File: src/rtl/flop_load_arbiter_pkg.sv
// rtl/flop_load_arbiter_pkg.sv - state encoding and grant index width helper for the flop load arbiter
package flop_load_arb_pkg;

    typedef enum logic [1:0] {
        HOLDOFF = 2'd0,
        IDLE    = 2'd1,
        GRANT   = 2'd2
    } state_e;

    // A two-requester arbiter still needs a one-bit index.
    function automatic int gid_w(input int n);
        return (n <= 2) ? 1 : $clog2(n);
    endfunction

endpackage

File: src/rtl/flop_load_arbiter_if.sv
// rtl/flop_load_arbiter_if.sv - requester-side valid/data/last/ready bundle
interface flop_load_arbiter_if #(
    parameter int NUM_REQ = 4,
    parameter int DATA_W  = 8
);
    logic [NUM_REQ-1:0]        req_valid;
    logic [NUM_REQ*DATA_W-1:0] req_data;
    logic [NUM_REQ-1:0]        req_last;
    logic [NUM_REQ-1:0]        req_ready;

    modport master (output req_valid, output req_data, output req_last, input req_ready);
    modport slave  (input req_valid, input req_data, input req_last, output req_ready);
endinterface

File: src/rtl/flop_load_arbiter_rr_pick.sv
// rtl/flop_load_arbiter_rr_pick.sv - round-robin winner search starting at a pointer, wrapping at N
module rr_pick #(
    parameter int N = 4,
    parameter int W = 2
) (
    input  logic [N-1:0] req,
    input  logic [W-1:0] ptr,
    output logic [W-1:0] winner,
    output logic         any_valid
);
    logic [N-1:0] rotated;
    int           sum;

    // Rotate so the pointer lands at bit 0, then the lowest set bit wins.
    always_comb begin
        rotated   = N'({req, req} >> ptr);
        any_valid = |req;
        winner    = '0;
        sum       = 0;
        for (int i = N - 1; i >= 0; i--) begin
            if (rotated[i]) begin
                sum = int'(ptr) + i;
                if (sum >= N) begin
                    sum = sum - N;
                end
                winner = W'(sum);
            end
        end
    end
endmodule

File: src/rtl/flop_load_arbiter.sv
// rtl/flop_load_arbiter.sv - round-robin, burst-capped arbiter driving a shared enable-gated data register
module flop_load_arbiter
    import flop_load_arb_pkg::*;
#(
    parameter int NUM_REQ     = 4,
    parameter int DATA_W      = 8,
    parameter int HOLDOFF_CYC = 4,
    parameter int MAX_BURST   = 4,
    localparam int GID_W      = gid_w(NUM_REQ)
) (
    input  logic                  clk,
    input  logic                  rst_n,
    flop_load_arbiter_if.slave    bus,
    output logic                  reg_enable,
    output logic [DATA_W-1:0]     reg_data,
    output logic [GID_W-1:0]      grant_id,
    output logic                  busy,
    output logic                  holdoff_active
);
    localparam int HC_W = $clog2(HOLDOFF_CYC + 1);
    localparam int BC_W = $clog2(MAX_BURST + 1);
    localparam logic [HC_W-1:0]  HOLD_LAST  = HC_W'(HOLDOFF_CYC - 1);
    localparam logic [BC_W-1:0]  BURST_LAST = BC_W'(MAX_BURST);
    localparam logic [GID_W-1:0] LAST_ID    = GID_W'(NUM_REQ - 1);

    state_e             state, state_nxt;
    logic [HC_W-1:0]    hold_cnt, hold_cnt_nxt;
    logic [BC_W-1:0]    beat_cnt, beat_cnt_nxt, beat_cnt_inc;
    logic [GID_W-1:0]   rr_ptr, rr_ptr_nxt, grant_nxt, winner;
    logic               any_valid, handshake, g_valid, g_last, done_burst;
    logic [DATA_W-1:0]  g_data;

    rr_pick #(.N(NUM_REQ), .W(GID_W)) u_pick (
        .req       (bus.req_valid),
        .ptr       (rr_ptr),
        .winner    (winner),
        .any_valid (any_valid)
    );

    assign g_valid        = bus.req_valid[grant_id];
    assign g_last         = bus.req_last[grant_id];
    assign g_data         = bus.req_data[int'(grant_id)*DATA_W +: DATA_W];
    assign handshake      = (state == GRANT) && g_valid;
    assign beat_cnt_inc   = beat_cnt + BC_W'(1);
    assign busy           = (state == GRANT);
    assign holdoff_active = (state == HOLDOFF);

    always_comb begin
        bus.req_ready = '0;
        if (state == GRANT) begin
            bus.req_ready[grant_id] = 1'b1;
        end
    end

    always_comb begin
        state_nxt    = state;
        hold_cnt_nxt = hold_cnt;
        beat_cnt_nxt = beat_cnt;
        rr_ptr_nxt   = rr_ptr;
        grant_nxt    = grant_id;
        done_burst   = 1'b0;
        case (state)
            HOLDOFF: begin
                hold_cnt_nxt = hold_cnt + HC_W'(1);
                if (hold_cnt == HOLD_LAST) begin
                    state_nxt = IDLE;
                end
            end
            IDLE: begin
                if (any_valid) begin
                    grant_nxt    = winner;
                    beat_cnt_nxt = '0;
                    state_nxt    = GRANT;
                end
            end
            GRANT: begin
                // A cycle with valid low gives up the grant rather than stalling others.
                if (!g_valid) begin
                    done_burst = 1'b1;
                end else begin
                    beat_cnt_nxt = beat_cnt_inc;
                    done_burst   = g_last || (beat_cnt_inc == BURST_LAST);
                end
                if (done_burst) begin
                    state_nxt  = IDLE;
                    rr_ptr_nxt = (grant_id == LAST_ID) ? '0 : grant_id + GID_W'(1);
                end
            end
            default: state_nxt = HOLDOFF;
        endcase
    end

    always_ff @(posedge clk or negedge rst_n) begin
        if (!rst_n) begin
            state      <= HOLDOFF;
            hold_cnt   <= '0;
            beat_cnt   <= '0;
            rr_ptr     <= '0;
            grant_id   <= '0;
            reg_enable <= 1'b0;
            reg_data   <= '0;
        end else begin
            state      <= state_nxt;
            hold_cnt   <= hold_cnt_nxt;
            beat_cnt   <= beat_cnt_nxt;
            rr_ptr     <= rr_ptr_nxt;
            grant_id   <= grant_nxt;
            reg_enable <= handshake;
            if (handshake) begin
                reg_data <= g_data;
            end
        end
    end
endmodule

File: src/flat_wrapper.sv
// flat-port wrapper written by rule: the top's interface ports become plain ports
module flop_load_arbiter_flat import flop_load_arb_pkg::*;
#(
    parameter int NUM_REQ     = 4,
    parameter int DATA_W      = 8,
    parameter int HOLDOFF_CYC = 4,
    parameter int MAX_BURST   = 4,
    localparam int GID_W      = gid_w(NUM_REQ)
)
  (clk, rst_n, reg_enable, reg_data, grant_id, busy, holdoff_active, bus_req_valid, bus_req_data, bus_req_last, bus_req_ready);
  flop_load_arbiter_if #(.NUM_REQ(NUM_REQ), .DATA_W(DATA_W)) bus_i ();
  input  logic clk;
  input  logic rst_n;
  output logic reg_enable;
  output logic [DATA_W-1:0] reg_data;
  output logic [GID_W-1:0] grant_id;
  output logic busy;
  output logic holdoff_active;
  input wire logic [$bits(bus_i.req_valid)-1:0] bus_req_valid;
  input wire logic [$bits(bus_i.req_data)-1:0] bus_req_data;
  input wire logic [$bits(bus_i.req_last)-1:0] bus_req_last;
  output wire logic [$bits(bus_i.req_ready)-1:0] bus_req_ready;
  assign bus_i.req_valid = bus_req_valid;
  assign bus_i.req_data = bus_req_data;
  assign bus_i.req_last = bus_req_last;
  assign bus_req_ready = bus_i.req_ready;
  flop_load_arbiter #(.NUM_REQ(NUM_REQ), .DATA_W(DATA_W), .HOLDOFF_CYC(HOLDOFF_CYC), .MAX_BURST(MAX_BURST)) u_core (.clk(clk), .rst_n(rst_n), .bus(bus_i), .reg_enable(reg_enable), .reg_data(reg_data), .grant_id(grant_id), .busy(busy), .holdoff_active(holdoff_active));
endmodule
File: config.mk
export PLATFORM = sky130hd
export DESIGN_NAME = flop_load_arbiter_flat
export DESIGN_NICKNAME = d
export VERILOG_FILES = /design/src/rtl/flop_load_arbiter_pkg.sv /design/src/rtl/flop_load_arbiter_if.sv /design/src/rtl/flop_load_arbiter_rr_pick.sv /design/src/rtl/flop_load_arbiter.sv /design/src/flat_wrapper.sv
export SDC_FILE = /design/constraint.sdc
export NUM_CORES = 1
export LEC_CHECK = 0
export CAP_MARGIN = 20
export CORE_MARGIN = 1.5
export CORE_UTILIZATION = 42
export DETAILED_ROUTE_END_ITERATION = 10
export GPL_TIMING_DRIVEN = 0
export PLACE_DENSITY = 0.91
export SLEW_MARGIN = 20
export SYNTH_ARGS = -nofsm -noshare
export SYNTH_HDL_FRONTEND = slang
export SYNTH_SLANG_ARGS = --single-unit
export TNS_END_PERCENT = 50
File: constraint.sdc
create_clock -name clk -period 2.1 [get_ports clk]
set_clock_uncertainty 0.15 [all_clocks]
set_input_delay 0.42 -clock clk [delete_from_list [all_inputs] [get_ports clk]]
set_output_delay 0.42 -clock clk [all_outputs]
set_load 0.05 [all_outputs]
==> results.md, run 1 <==
- After detailed routing, the average wire length per cell comes to 16.0 um.
- The die span in y is 60.4 um.
- For the worst-skew pair, the clock arrives at the later sink with an insertion delay of 320 ps.
- The wire length on met3 is 219 um.
- For this block, the via count after detailed routing is 1224.
- The layout overhead on the synthesized area is 62.4%.
- The global placement routability congestion is 0.794.
- The initial utilization of the core area, before any placement, comes to 44.9%.
- The average cell area after synthesis is 12.2 um^2.
- The longest clock path from root to sink contains 2 buffers.
- The cell type group with the largest total delay on the critical path is multiplexers.
- Before CTS, the worst setup slack after placement is -622 ps.
- Setup repair after global routing could not meet its margin everywhere.
- The number of nets still failing antenna checks after routing is 0.
- Counting flops with an async set or reset pin after synthesis yields a share of 100%.
- Wire segments on met2 add up to 2.06 mm in the final route.
- The most used flip-flop cell after synthesis is sky130_fd_sc_hd__dfrtp_1.
- The HPWL reported at the end of detailed placement is 2.74 mm.
- When the netlist entered floorplanning its net count stood at 168.
- After synthesis, the largest area contributor takes up 38.0% of total cell area.
- The number of global-route vias before repair was 1295.
- The startpoint-to-endpoint class of the critical path is reg2reg.
- The final-report hold violation count is 0.
- The total standard cell area after synthesis is 1380 um^2.
- The tool flagged a number of max-cap violations equal to 0.
- The sequential fraction of design power is 23.8%.
- For this design the total switching power over the nets is 0.00140 W.
- The die extent in x is 60.4 um.
- After synthesis, the cell types taking the most area are sky130_fd_sc_hd__dfrtp_1 38%, sky130_fd_sc_hd__mux4_2 16%, sky130_fd_sc_hd__ha_1 12%.
- After the first detailed-routing iteration, the DRC count stood at 50.
- The number of filler instances in the final layout is 222.
- The startpoint type of the worst setup path is a register.
- The cell type with the largest total area after synthesis is sky130_fd_sc_hd__dfrtp_1.
- The number of port buffers is 58.
- After clock tree synthesis, the clock-pin slew on the worst setup and hold paths is 120 ps.
- In the final layout, the share of cells above drive strength 1 is 32.1%.
- In this design, the stage delay of the slowest critical-path cell is 500 ps.
- The number of top-level pins is 59.
- Setup violations remaining at the end of the flow were counted as 0.
- The worst pin sits at a relative slew slack of 64.6%.
- Of all nets on the critical path, the largest fanout is 5.
- The flow ran to the end, and the final reports show no timing, DRC or antenna violations.
- The global route total overflow is 0.
- The most common cell after layout, fill and taps aside is sky130_fd_sc_hd__clkdlybuf4s50_1.
- For this run, the detailed router's first-pass iteration total came to 4.
- The count of hold buffers inserted by post-cts repair is 0.
- Entering global routing, the biggest net connects 22 pins.
- The cell with the largest stage delay on the worst path is sky130_fd_sc_hd__mux4_2.
- The max-slew violation total from the final report is 0.
- The clock tree from TritonCTS is done.
- The number of flip-flops and latches in the synthesized netlist is 21.
- The repair_antennas step left the layout with diodes totalling 0.
- Static timing analysis puts the maximum clock frequency at 0.480 GHz.
- The slack of the critical path is 15.1 ps.
- The signal on the critical path passes through buf_6 -> mux4_2 -> a21o_1 -> o21ai_2 -> mux2_2.
- The minimum clock period after layout is 2080 ps.
- The worst path uses 99.3% of the clock period.
- The maximum resistive drop on vdd is 0.658 mV.
- The CTS root buffer is sky130_fd_sc_hd__clkbuf_4.
- The average via count per standard cell is 5.30.
- Net switching is 45.5% of the power.
- In the synthesized netlist, the number of instances is 113.
- The path type of the worst min-delay path is in2async.
- The post-synthesis cell type count is 30.
- After detailed routing, the number of remaining DRC violations is 0.
- After detailed routing, the total wire length is 3.69 mm.
- Of the synthesized area, sequential elements account for 38.0%.
- In this run the static leakage power is 1.06 nW.
- The type of destination of the critical path is a register.
- The power per cell area is 1370 nW/um^2.
- The floorplan die area is 3650 um^2.
- The global-route total usage across every layer is 21.6%.
- For this run, the post-layout net count is 243.
- The internal power of the cells totals 0.00168 W.
- Of the total power, combinational logic draws 69.4%.
- After routing, the total negative slack on setup checks comes to 0 ps.
- After detailed routing, no signal wire sits above met4.
- CTS built an H-tree with a depth of 1.
- The arrival time reported for the critical path endpoint is 2160 ps.
- After detailed routing, the wire length on met1 is 1.31 mm.
- The clock network fraction of design power is 6.7%.
- The number of flops mapped to enable cells by yosys is 0.
- The worst endpoint required time is 2170 ps.
- During synthesis, Yosys emitted a total of 0 warnings.
- Counting the buffers created by CTS gives 3.
- The clock net in this run drives a total of 21 sinks.
- The critical path buffer and inverter count is 1.
- The number of antenna violations at the first check in global routing is 0.
- The floorplan core area is 3080 um^2.
- Leaving out fill and tap cells, the most frequent cells in the layout are 44 x sky130_fd_sc_hd__clkdlybuf4s50_1, 18 x sky130_fd_sc_hd__dfrtp_1, 11 x sky130_fd_sc_hd__mux2_2.
- The global-route wire length before repair is 5.66 mm.
- The floorplan has 20 rows.
- For the pin with the worst max-slew slack, the measured transition is 530 ps.
==> synth_stat cells (2+ instances only) <==
cell type and count:
sky130_fd_sc_hd__a21o_1 2, sky130_fd_sc_hd__a21oi_1 3, sky130_fd_sc_hd__and2_1 4, sky130_fd_sc_hd__dfrtp_1 21, sky130_fd_sc_hd__ha_1 13, sky130_fd_sc_hd__inv_1 9, sky130_fd_sc_hd__mux2_2 11, sky130_fd_sc_hd__mux2i_1 3
sky130_fd_sc_hd__mux4_2 10, sky130_fd_sc_hd__nand2_1 7, sky130_fd_sc_hd__nand3_1 6, sky130_fd_sc_hd__nor2_1 3, sky130_fd_sc_hd__o21a_1 2, sky130_fd_sc_hd__o21ai_0 2, sky130_fd_sc_hd__xor2_1 2
==> worst paths after layout <==
kind | start | to | slack [ps] | cells after the start
min reg2reg | u_core.hold_cnt[0] | u_core.hold_cnt[0] | 340 | 1
max reg2reg | u_core.grant_id[0] | u_core.rr_ptr[0] | 20 | 5
min | rst_n | u_core.hold_cnt[0] | 280 | 1
min in group clk | u_core.hold_cnt[0] | u_core.hold_cnt[0] | 340 | 1
max in group asynchronous | rst_n | u_core.grant_id[0] | 1050 | 2
max | u_core.grant_id[0] | u_core.rr_ptr[0] | 20 | 5
==> state kept, by name, indices dropped and copies added (netlist names) <==
register,cells
u_core.reg_enable,1
u_core.beat_cnt,3
u_core.state,2
u_core.reg_data,8
u_core.rr_ptr,2
u_core.hold_cnt,3
u_core.grant_id,2
==> layout make-up <==
class	count	area, um^2	area share [%]
flip-flops and latches	21	529	23.6
well taps	44	55.1	2.45
plain buffers	3	46.3	2.06
repair buffers	70	712	31.7
clock buffers	4	26.3	1.17
multi-input cells	80	843	37.5
inverters	9	33.8	1.50
==> stage by stage <==
stage / hold WS, ps / std cells / area [um^2] / power (W) / util (%)
2_1_floorplan: -25.6 / 113 / 1390 / 0.00201 / -
3_3_place_gp: 314 / 215 / 2030 / 0.00249 / 65.9
3_5_place_dp: 328 / 215 / 2030 / 0.00258 / 65.9
4_1_cts: 347 / 225 / 2120 / 0.00292 / 69.0
5_1_grt: 306 / 231 / 2250 / 0.00328 / 73.0
6_report: 276 / 231 / 2250 / 0.00308 / 73.0
==> what timing repair did <==
action,CTS,global route
pin swaps,1,2
endpoints found under the setup margin,8,16
gates resized for setup,46,24
buffers inserted,6,5
gates cloned,0,0
==> layer usage <==
layer,vias up,GRT usage (%)
li1,564,-
met1,602,22.3
met2,51,41.1
met3,7,3.20
met4,0,12.4
met5,-,0
==> power by group through the flow <==
| stage | Sequential, W | Combinational [W] | Clock, W |
|---|---|---|---|
| global placement | 0.000734 | 0.00175 | 0 |
| CTS | 0.000726 | 0.00198 | 0.000215 |
| detailed placement | 0.000753 | 0.00183 | 0 |
| global route | 0.000758 | 0.00229 | 0.000236 |
| floorplan | 0.00108 | 0.000934 | 0 |
| finish | 0.000734 | 0.00214 | 0.000208 |
==> logic make-up after synthesis <==
kind of cell	count (synthesis)	share of synthesized area (%)
buffers and inverters	12	3.35
multiplexers	25	28.2
adder cells (fa/ha/maj)	13	11.8
XOR/XNOR	2	1.27
AND/OR/NAND/NOR	26	10.3
flip-flops	21	38.0
AO/OA/AOI/OAI	14	7.06
No activity file was read; power rests on OpenSTA's default activity.
==> run 2: changes to the inputs <==
--- a/config.mk
+++ b/config.mk
@@ -5,12 +5,13 @@
 export SDC_FILE = /design/constraint.sdc
 export NUM_CORES = 1
 export LEC_CHECK = 0
+export ABC_AREA = 1
 export CAP_MARGIN = 20
 export CORE_MARGIN = 1.5
-export CORE_UTILIZATION = 42
+export CORE_UTILIZATION = 44
 export DETAILED_ROUTE_END_ITERATION = 10
 export GPL_TIMING_DRIVEN = 0
-export PLACE_DENSITY = 0.91
+export PLACE_DENSITY = 0.92
 export SLEW_MARGIN = 20
 export SYNTH_ARGS = -nofsm -noshare
 export SYNTH_HDL_FRONTEND = slang
==> run 2 against run 1 <==
Register-to-register slack better by 310 ps. Sequential power is 9.0% lower. Sequential share of layout area decreased by 0.31 points. Count of clock-buffer cells in the layout stayed put. Critical path depth fell by 4. Global-route usage grew 0.99 points. Synthesized cell count up 100%. Wire length up 16%. Flip-flop and latch count unchanged. Via count up 40%.
==> results.md, run 2 <==
- The iteration count of the initial detailed-routing pass is 4 (unchanged).
- The final worst hold slack is 335 ps (+58.5 ps).
- The number of nets produced by synthesis is 286 (+70%).
- The count of nets after finishing is 351 (+44%).
- The static leakage is 1.23 nW (+16%).
- The worst slew slack as a fraction of its limit was 39.2% (-25 points).
- After synthesis, the cell types taking the most area are sky130_fd_sc_hd__dfrtp_1 34%, sky130_fd_sc_hd__nand2_1 19%, sky130_fd_sc_hd__ha_1 10%.
- The number of rows in the core area was 21 (+5.0%).
- The number of flops mapped to enable cells by yosys is 0 (unchanged).
- The number of antenna violations at the first check in global routing was 0 (unchanged).
- The layout overhead on the synthesized area is 45.3%.
- The per-cell routed wire length came to 12.6 um (-21%).
- The depth of the worst register-to-register path is 8 (+3).
- The terminating pin of the worst hold path is u_core.hold_cnt[0].
- The stage delay of the slowest cell on the critical path is 810 ps (+310 ps).
- The clock insertion delay at the later pin of the skew report is 310 ps (about the same).
- The largest registers in the layout are u_core.reg_data (8), u_core.beat_cnt (3), u_core.hold_cnt (3).
- The fraction of final layout cells with drive strength greater than 1 was 11.2% (-21 points).
- The floorplan core area is 3360 um^2 (+9.3%).
- The placed instance area is 2210 um^2 (+9.0%).
- The average cell area after synthesis came to 6.77 um^2 (-45%).
- The largest buffer count on any clock path is 2 (unchanged).
- The highest clock rate is 0.489 GHz (+1.9%).
- The proportion of synthesized flip-flops having asynchronous set or reset is 100% (unchanged).
- The total length of routed wires came to 4.30 mm (+16%).
- The instance count of the mapped netlist is 231 (+100%).
- The sequential standard cell area came to 528 um^2 (-0.24%).
- The setup total negative slack is 0 ps (unchanged).
- The worst hold path cell count is 1.
- The simple logic cell fraction of the synthesized area came to 31.1% (+21 points).
- The flow ran to the end, and the final reports show no timing, DRC or antenna violations.
- The final-report hold violation count is 0 (unchanged).
- The total number of H-tree levels was 1 (unchanged).
- The worst endpoint required time is 1530 ps (-640 ps).
- The count of hold buffers inserted by post-cts repair is 0 (unchanged).
- The number of filler instances in the final layout was 291 (+31%).
- The summed area of non-filler cells in the final layout is 2270 um^2 (+1.1%).
- Summed over all instances, the cell type with the most area after synthesis is sky130_fd_sc_hd__dfrtp_1.
- The kind of cell with the highest combined delay along the critical path is buffers and inverters.
- The final worst-path cycle share came to 97.4% (-1.9 points).
- The transition time at the pin with the least slew margin is 909 ps (+380 ps).
- The average via count per standard cell is 5.02 (-5.2%).
- After synthesis, the largest family of logic cells by area is simple AND/OR/NAND/NOR gates.
- The largest net degree at the start of global routing is 22 (unchanged).
- The part of the Yosys area used for sequential elements is 33.6% (-4.4 points).
- The total standard cell area after synthesis is 1560 um^2 (+13%).
- The min-delay analysis places its worst path in the category reg2reg.
- The number of design rule violations left after detail routing was 0 (unchanged).
- Setup repair after global routing left no endpoint under its margin.
- The violation count after the first detailed-route iteration is 150 (+200%).
- The register-to-register path setup slack is 330 ps (+310 ps).
- The minimum clock period after layout is 2050 ps (-39.4 ps).
- The xor/xnor share of the synthesized area is 1.68% (+0.41 points).
- The die span in y is 62.6 um (+3.7%).
- The global placement routability congestion is 0.905 (+14%).
- The overall power of the completed layout is 0.00313 W (+1.7%).
- The mux contribution to synthesized area came to 0% (-28 points).
- The HPWL reported at the end of detailed placement came to 3.33 mm (+22%).
- The floorplan die area is 3920 um^2 (+7.5%).
- The global route total overflow is 0 (unchanged).
- Yosys instantiated no cell more often than sky130_fd_sc_hd__nand2_1.
- The power per cell area is 1380 nW/um^2 (+0.55%).
- The beginning of the worst register-to-register path is u_core.grant_id[1].
- The clock tree from TritonCTS is done.
- The commonest register cell after synthesis is sky130_fd_sc_hd__dfrtp_1.
- The number of global-route vias before repair was 1668 (+29%).
- The flip-flop count of the largest register, all copies and words added is 8 (unchanged).
- The number of port buffers was 58 (unchanged).
- The initial core utilization is 46.5% (+1.5 points).
- The adder-cell share of the synthesized area is 10.4% (-1.4 points).
- The clock sink total is 21 (unchanged).
- The worst setup path is captured at an output port.
- The number of diodes is 0 (unchanged).
- The arrival time reported for the critical path endpoint came to 1480 ps (-680 ps).
- The post-synthesis cell type count is 24 (-20%).
- The startpoint-to-endpoint class of the critical path is reg2out.
- The setup violation total in the final timing report is 0 (unchanged).
- In the layout the commonest cells are 79 x sky130_fd_sc_hd__nand2_1, 45 x sky130_fd_sc_hd__clkdlybuf4s50_1, 20 x sky130_fd_sc_hd__inv_1, 20 x sky130_fd_sc_hd__nor2_1, 19 x sky130_fd_sc_hd__dfrtp_1.
- The worst register-to-register path ends at u_core.state[0].
- The warning count from the yosys run is 0 (unchanged).
- The CTS root buffer is sky130_fd_sc_hd__clkbuf_4.
- The TritonCTS buffer count was 3 (unchanged).
- The number of nets still failing antenna checks after routing is 0 (unchanged).
- The clock-pin slew on the worst setup and hold paths is 120 ps (about the same).
- The number of flip-flops and latches in the synthesized netlist is 21 (unchanged).
- The number of max-cap violations was 0 (unchanged).
- The start point of the worst min-delay path is u_core.hold_cnt[0].
- The die extent in x came to 62.6 um (+3.7%).
- The area of combinational cells with multiple inputs came to 882 um^2 (+4.6%).
- The top register by number of flip-flops is u_core.reg_data.
- The number of top-level pins is 59 (unchanged).
- The max-slew violation total from the final report came to 0 (unchanged).
- The maximum fanout along the worst path is 2 (-3).
- The critical path buffer and inverter count is 1 (unchanged).
- The global-route wire length before repair is 7.25 mm (+28%).
- The global-route total usage across every layer is 22.6% (+0.99 points).
- The via count is 1713 (+40%).
- The complex-gate fraction of the synthesized area is 12.9% (+5.8 points).
- The startpoint type of the worst setup path is a register.
- The top-area cell type share of the netlist area is 33.6% (-4.4 points).
- The number of cells on the critical path is 1 (-4).
- The largest individual stage delay along the critical path comes from the cell sky130_fd_sc_hd__clkdlybuf4s50_1.
- Leaving out fill and tap cells, the most frequent cell in the layout is sky130_fd_sc_hd__nand2_1.
- The signal on the critical path passes through clkdlybuf4s50_1.
- The maximum resistive drop on vdd is 0.694 mV (+5.4%).
- After synthesis, the most frequently instantiated cells are 80 x sky130_fd_sc_hd__nand2_1, 22 x sky130_fd_sc_hd__inv_1, 21 x sky130_fd_sc_hd__dfrtp_1, 20 x sky130_fd_sc_hd__nor2_1, 18 x sky130_fd_sc_hd__o21ai_0.
run 2: cell types whose count changed after synthesis, sizes merged, moves of 2 or more:
| cell | change |
|---|---|
| nand3 | +10 |
| nand2 | +73 |
| mux2 | -12 |
| o21a | -2 |
| mux4 | -10 |
| inv | +17 |
| mux2i | -3 |
| o22ai | +7 |
| o21ai | +19 |
| buf | +7 |
| a21o | -2 |
| nor2 | +18 |
| and2 | -4 |
run 2: layout make-up:
| type | instances | share of cell area, % |
|---|---|---|
| inverters | 26 | 4.46 |
| repair buffers | 61 | 26.3 |
| well taps | 46 | 2.53 |
| plain buffers | 9 | 3.47 |
| multi-input cells | 174 | 38.8 |
| flip-flops and latches | 21 | 23.3 |
| clock buffers | 4 | 1.16 |
run 2: how the worst max path moves through the flow:
stage / from / end / slack [ps]
after CTS: u_core.grant_id[1] / bus_req_ready[0] / 5
after detailed placement: u_core.grant_id[0] / bus_req_ready[0] / -530
after global placement: u_core.grant_id[0] / bus_req_ready[0] / -510
after floorplan: u_core.grant_id[0] / bus_req_ready[0] / 60
after global routing: u_core.state[1] / holdoff_active / 3
final: u_core.reg_data[2] / reg_data[2] / 50
run 2: kinds of logic (layout without fill, tap and decap cells):
kind of cell	count (synthesis)	in the layout
simple gates	121	121
xor+xnor	3	3
buf+inv	36	100
flops	21	21
compound gates	37	37
fa+ha+maj	13	13
run 2: where the power goes:
part,internal [W],leakage [nW],switching [W]
clock,0.0000743,0.0150,0.000125
combinational,0.000810,0.952,0.00145
sequential,0.000577,0.262,0.0000913
run 2: what timing repair did:
| item | in CTS | in global routing |
|---|---|---|
| resized for setup | 37 | 12 |
| endpoints found under the setup margin | 8 | 8 |
| setup buffers | 2 | 1 |
run 2: metal layers:
| layer | share of wire, % | track usage [%] |
|---|---|---|
| met5 | 0 | 0 |
| met4 | 1.4 | 7.78 |
| met3 | 4.6 | 2.88 |
| met2 | 51 | 40.2 |
| met1 | 43 | 28.2 |
run 2: through the flow:
| step | util, % | setup WS, ps | std cells |
|---|---|---|---|
| after global placement | 65.7 | -513 | 335 |
| final | 67.5 | 54.5 | 341 |
| after CTS | 66.6 | 5.29 | 340 |
| after detailed placement | 65.7 | -526 | 335 |
| after global routing | 67.5 | 3.12 | 341 |
| after floorplan | - | 61.3 | 231 |
==> run 3: changes to the inputs <==
--- a/config.mk
+++ b/config.mk
@@ -12,6 +12,7 @@
 export DETAILED_ROUTE_END_ITERATION = 10
 export GPL_TIMING_DRIVEN = 0
 export PLACE_DENSITY = 0.92
+export SKIP_CTS_REPAIR_TIMING = 1
 export SLEW_MARGIN = 20
 export SYNTH_ARGS = -nofsm -noshare
 export SYNTH_HDL_FRONTEND = slang
==> run 3 against run 2 <==
The flow now finishes with violations (setup timing). Cell area rose by 1.0%. Die area did not move. Utilization rose by 0.71 points. Hold slack improved by 0.71 ps. First-iteration DRC count rose by 10%. Non-clock buffer count rose by 1. Sequential share of layout area fell by 0.19 points. Highest routed layer unchanged.
==> results.md, run 3 (synthesis gave the netlist of run 2 again) <==
- The signal on the critical path passes through inv_2 -> buf_12 -> ha_1 -> nand2_2 -> clkinvlp_4 -> buf_4.
- The layout overhead on the synthesized area is 46.8%.
- The total number of H-tree levels was 1 (unchanged).
- The clock insertion delay at the later pin of the skew report is 320 ps (about the same).
- The final worst-path cycle share came to 100% (+3.0 points).
- The setup total negative slack came to -8.26 ps (-8.26 ps).
- The number of rows in the core area is 21 (unchanged).
- The startpoint-to-endpoint class of the critical path is reg2out.
- The highest clock rate is 0.474 GHz (-3.0%).
- The worst endpoint required time is 1530 ps (about the same).
- The via count is 1738 (+1.5%).
- The clock network fraction of design power is 6.6% (+0.2 points).
- The internal power was 0.00149 W (+1.7%).
- u_core.reg_data holds more flip-flops than any other register.
- The initial core utilization is 46.5% (unchanged).
- The slowest stage of the critical path belongs to the cell sky130_fd_sc_hd__dfrtp_2.
- The largest registers in the layout are u_core.reg_data (8), u_core.beat_cnt (3), u_core.hold_cnt (3).
- The number of diodes was 0 (unchanged).
- The arrival time reported for the critical path endpoint is 1540 ps (+60 ps).
- The largest buffer count on any clock path is 2 (unchanged).
- The global-route met2 utilization was 40.2% (unchanged).
- The stage delay of the slowest cell on the critical path was 440 ps (-370 ps).
- The worst slew slack as a fraction of its limit is 39.1% (-0.13 points).
- The violation count after the first detailed-route iteration is 165 (+10%).
- The max-slew violation total from the final report is 0 (unchanged).
- The run finished, with violations left.
- The slack of the critical path is -8.26 ps (-62.7 ps).
- The average via count per standard cell is 5.08 (+1.2%).
- The global route total overflow is 0 (unchanged).
- The met1 usage is 27.8% (-0.35 points).
- The path type of the worst min-delay path is reg2reg.
- The overall power of the completed layout is 0.00318 W (+1.7%).
- The clock sink total is 21 (unchanged).
- The number of global-route vias before repair is 1666 (-0.12%).
- The die extent in x is 62.6 um (unchanged).
- The clock-pin slew on the worst setup and hold paths is 120 ps (about the same).
- The transition time at the pin with the least slew margin is 911 ps (+1.94 ps).
- The global placement routability congestion was 0.905 (unchanged).
- The sequential fraction of design power is 21.5% (+0.2 points).
- The TritonCTS buffer count was 3 (unchanged).
- The maximum fanout along the worst path is 20 (+18).
- The largest net degree at the start of global routing is 22 (unchanged).
- The maximum resistive drop on vdd is 0.699 mV (+0.70%).
- STA classifies the critical path endpoint as an output port.
- The iteration count of the initial detailed-routing pass is 4 (unchanged).
- The flip-flop count of the largest register, all copies and words added is 8 (unchanged).
- The setup violation total in the final timing report is 1 (+1).
- The final-report hold violation count is 0 (unchanged).
- The minimum clock period after layout came to 2110 ps (+62.7 ps).
- The final reports fail on setup timing.
- The share of total power in combinational logic is 71.9% (-0.4 points).
- Setup repair after global routing could not meet its margin everywhere.
- The switching portion of total power is 53.3% (about the same).
- The number of design rule violations left after detail routing was 0 (unchanged).
- The per-cell routed wire length is 13.1 um (+3.7%).
- The net switching component of the power is 0.00170 W (+1.6%).
- The number of max-cap violations came to 0 (unchanged).
- The HPWL reported at the end of detailed placement came to 3.33 mm (unchanged).
- The number of antenna violations at the first check in global routing is 0 (unchanged).
- The number of nets still failing antenna checks after routing is 0 (unchanged).
- The worst setup path is launched from a register.
- The power per cell area came to 1390 nW/um^2 (+0.62%).
- The die span in y is 62.6 um (unchanged).
- The placed instance area is 2210 um^2 (unchanged).
- The floorplan core area is 3360 um^2 (unchanged).
- The global-route wire length before repair came to 7.20 mm (-0.68%).
- In the layout the commonest cells are 79 x sky130_fd_sc_hd__nand2_1, 45 x sky130_fd_sc_hd__clkdlybuf4s50_1, 21 x sky130_fd_sc_hd__inv_1.
- The count of nets after finishing is 352 (+0.28%).
- The static leakage is 1.26 nW (+2.9%).
- The total length of routed wires was 4.47 mm (+4.0%).
- The routing layer with the top usage in global route is met2.
- The summed area of non-filler cells in the final layout is 2290 um^2 (+1.0%).
- The met3 usage in global routing is 2.70% (-0.18 points).
- The fraction of final layout cells with drive strength greater than 1 is 11.1% (-0.038 points).
- The global-route total usage across every layer is 22.4% (-0.15 points).
- The number of port buffers came to 58 (unchanged).
- The floorplan die area came to 3920 um^2 (unchanged).
- The clock tree from TritonCTS is done.
- The number of top-level pins came to 59 (unchanged).
- The CTS root buffer is sky130_fd_sc_hd__clkbuf_4.
- The most common cell after layout, fill and taps aside is sky130_fd_sc_hd__nand2_1.
## run 3: changes by cell type in the layout (fill, tap and decap cells not counted)
cell,before,now
sky130_fd_sc_hd__dlygate4sd2_1,2,0
sky130_fd_sc_hd__clkbuf_2,1,0
sky130_fd_sc_hd__buf_4,9,10
sky130_fd_sc_hd__dlymetal6s2s_1,5,8
sky130_fd_sc_hd__dfrtp_2,2,3
sky130_fd_sc_hd__inv_2,5,4
sky130_fd_sc_hd__dfrtp_1,19,18
sky130_fd_sc_hd__inv_1,20,21
## run 3: power groups by stage
stage | combinational [W] | clock (W) | sequential [W]
CTS | 0.00218 | 0.000205 | 0.000703
finish | 0.00229 | 0.000209 | 0.000684
global placement | 0.00211 | 0 | 0.000702
global route | 0.00251 | 0.000223 | 0.000705
detailed placement | 0.00217 | 0 | 0.000711
floorplan | 0.00124 | 0 | 0.00101
## run 3: worst paths after layout
kind,slack [ps],cells past startpoint,end,startpoint
setup / recovery,-8,6,bus_req_ready[0],u_core.grant_id[0]
hold / removal,340,1,u_core.hold_cnt[0],u_core.hold_cnt[0]
setup reg to reg,330,8,u_core.state[0],u_core.grant_id[1]
hold reg to reg,340,1,u_core.hold_cnt[0],u_core.hold_cnt[0]
max in group asynchronous,740,1,u_core.state[0],rst_n
min in group asynchronous,440,1,u_core.hold_cnt[2],rst_n
## run 3: final cells by class
| type | count | area (um^2) |
|---|---|---|
| sequential | 21 | 529 |
| clock buffer | 4 | 26.3 |
| buffer | 9 | 75.1 |
| tap | 46 | 57.6 |
| inverter | 26 | 101 |
| fill | 287 | 1070 |
| multi-input combinational | 174 | 882 |
| timing repair buffer | 62 | 623 |
## run 3: layer usage
metal	wire length, um	vias up
met5	0	-
met1	1900	792
met2	2240	70
met3	234	13
li1	-	863
met4	91	0
## run 3: metrics by stage
stage	setup slack (ps)	util [%]	hold WS [ps]	instances
after floorplan	61.3	-	-25.6	231
after global placement	-513	65.7	309	335
after detailed placement	-526	65.7	321	335
after CTS	-891	66.4	339	339
after global routing	-66.4	68.2	348	342
final	-8.26	68.2	335	342
## run 3: worst max-delay path, delay by kind of cell, from the launching register on
kind                       cells  cell delay [ps]
and+or+nand+nor                1               80
DFF                            1              440
buffers and inverters          4              490
adders and majority gates      1              200
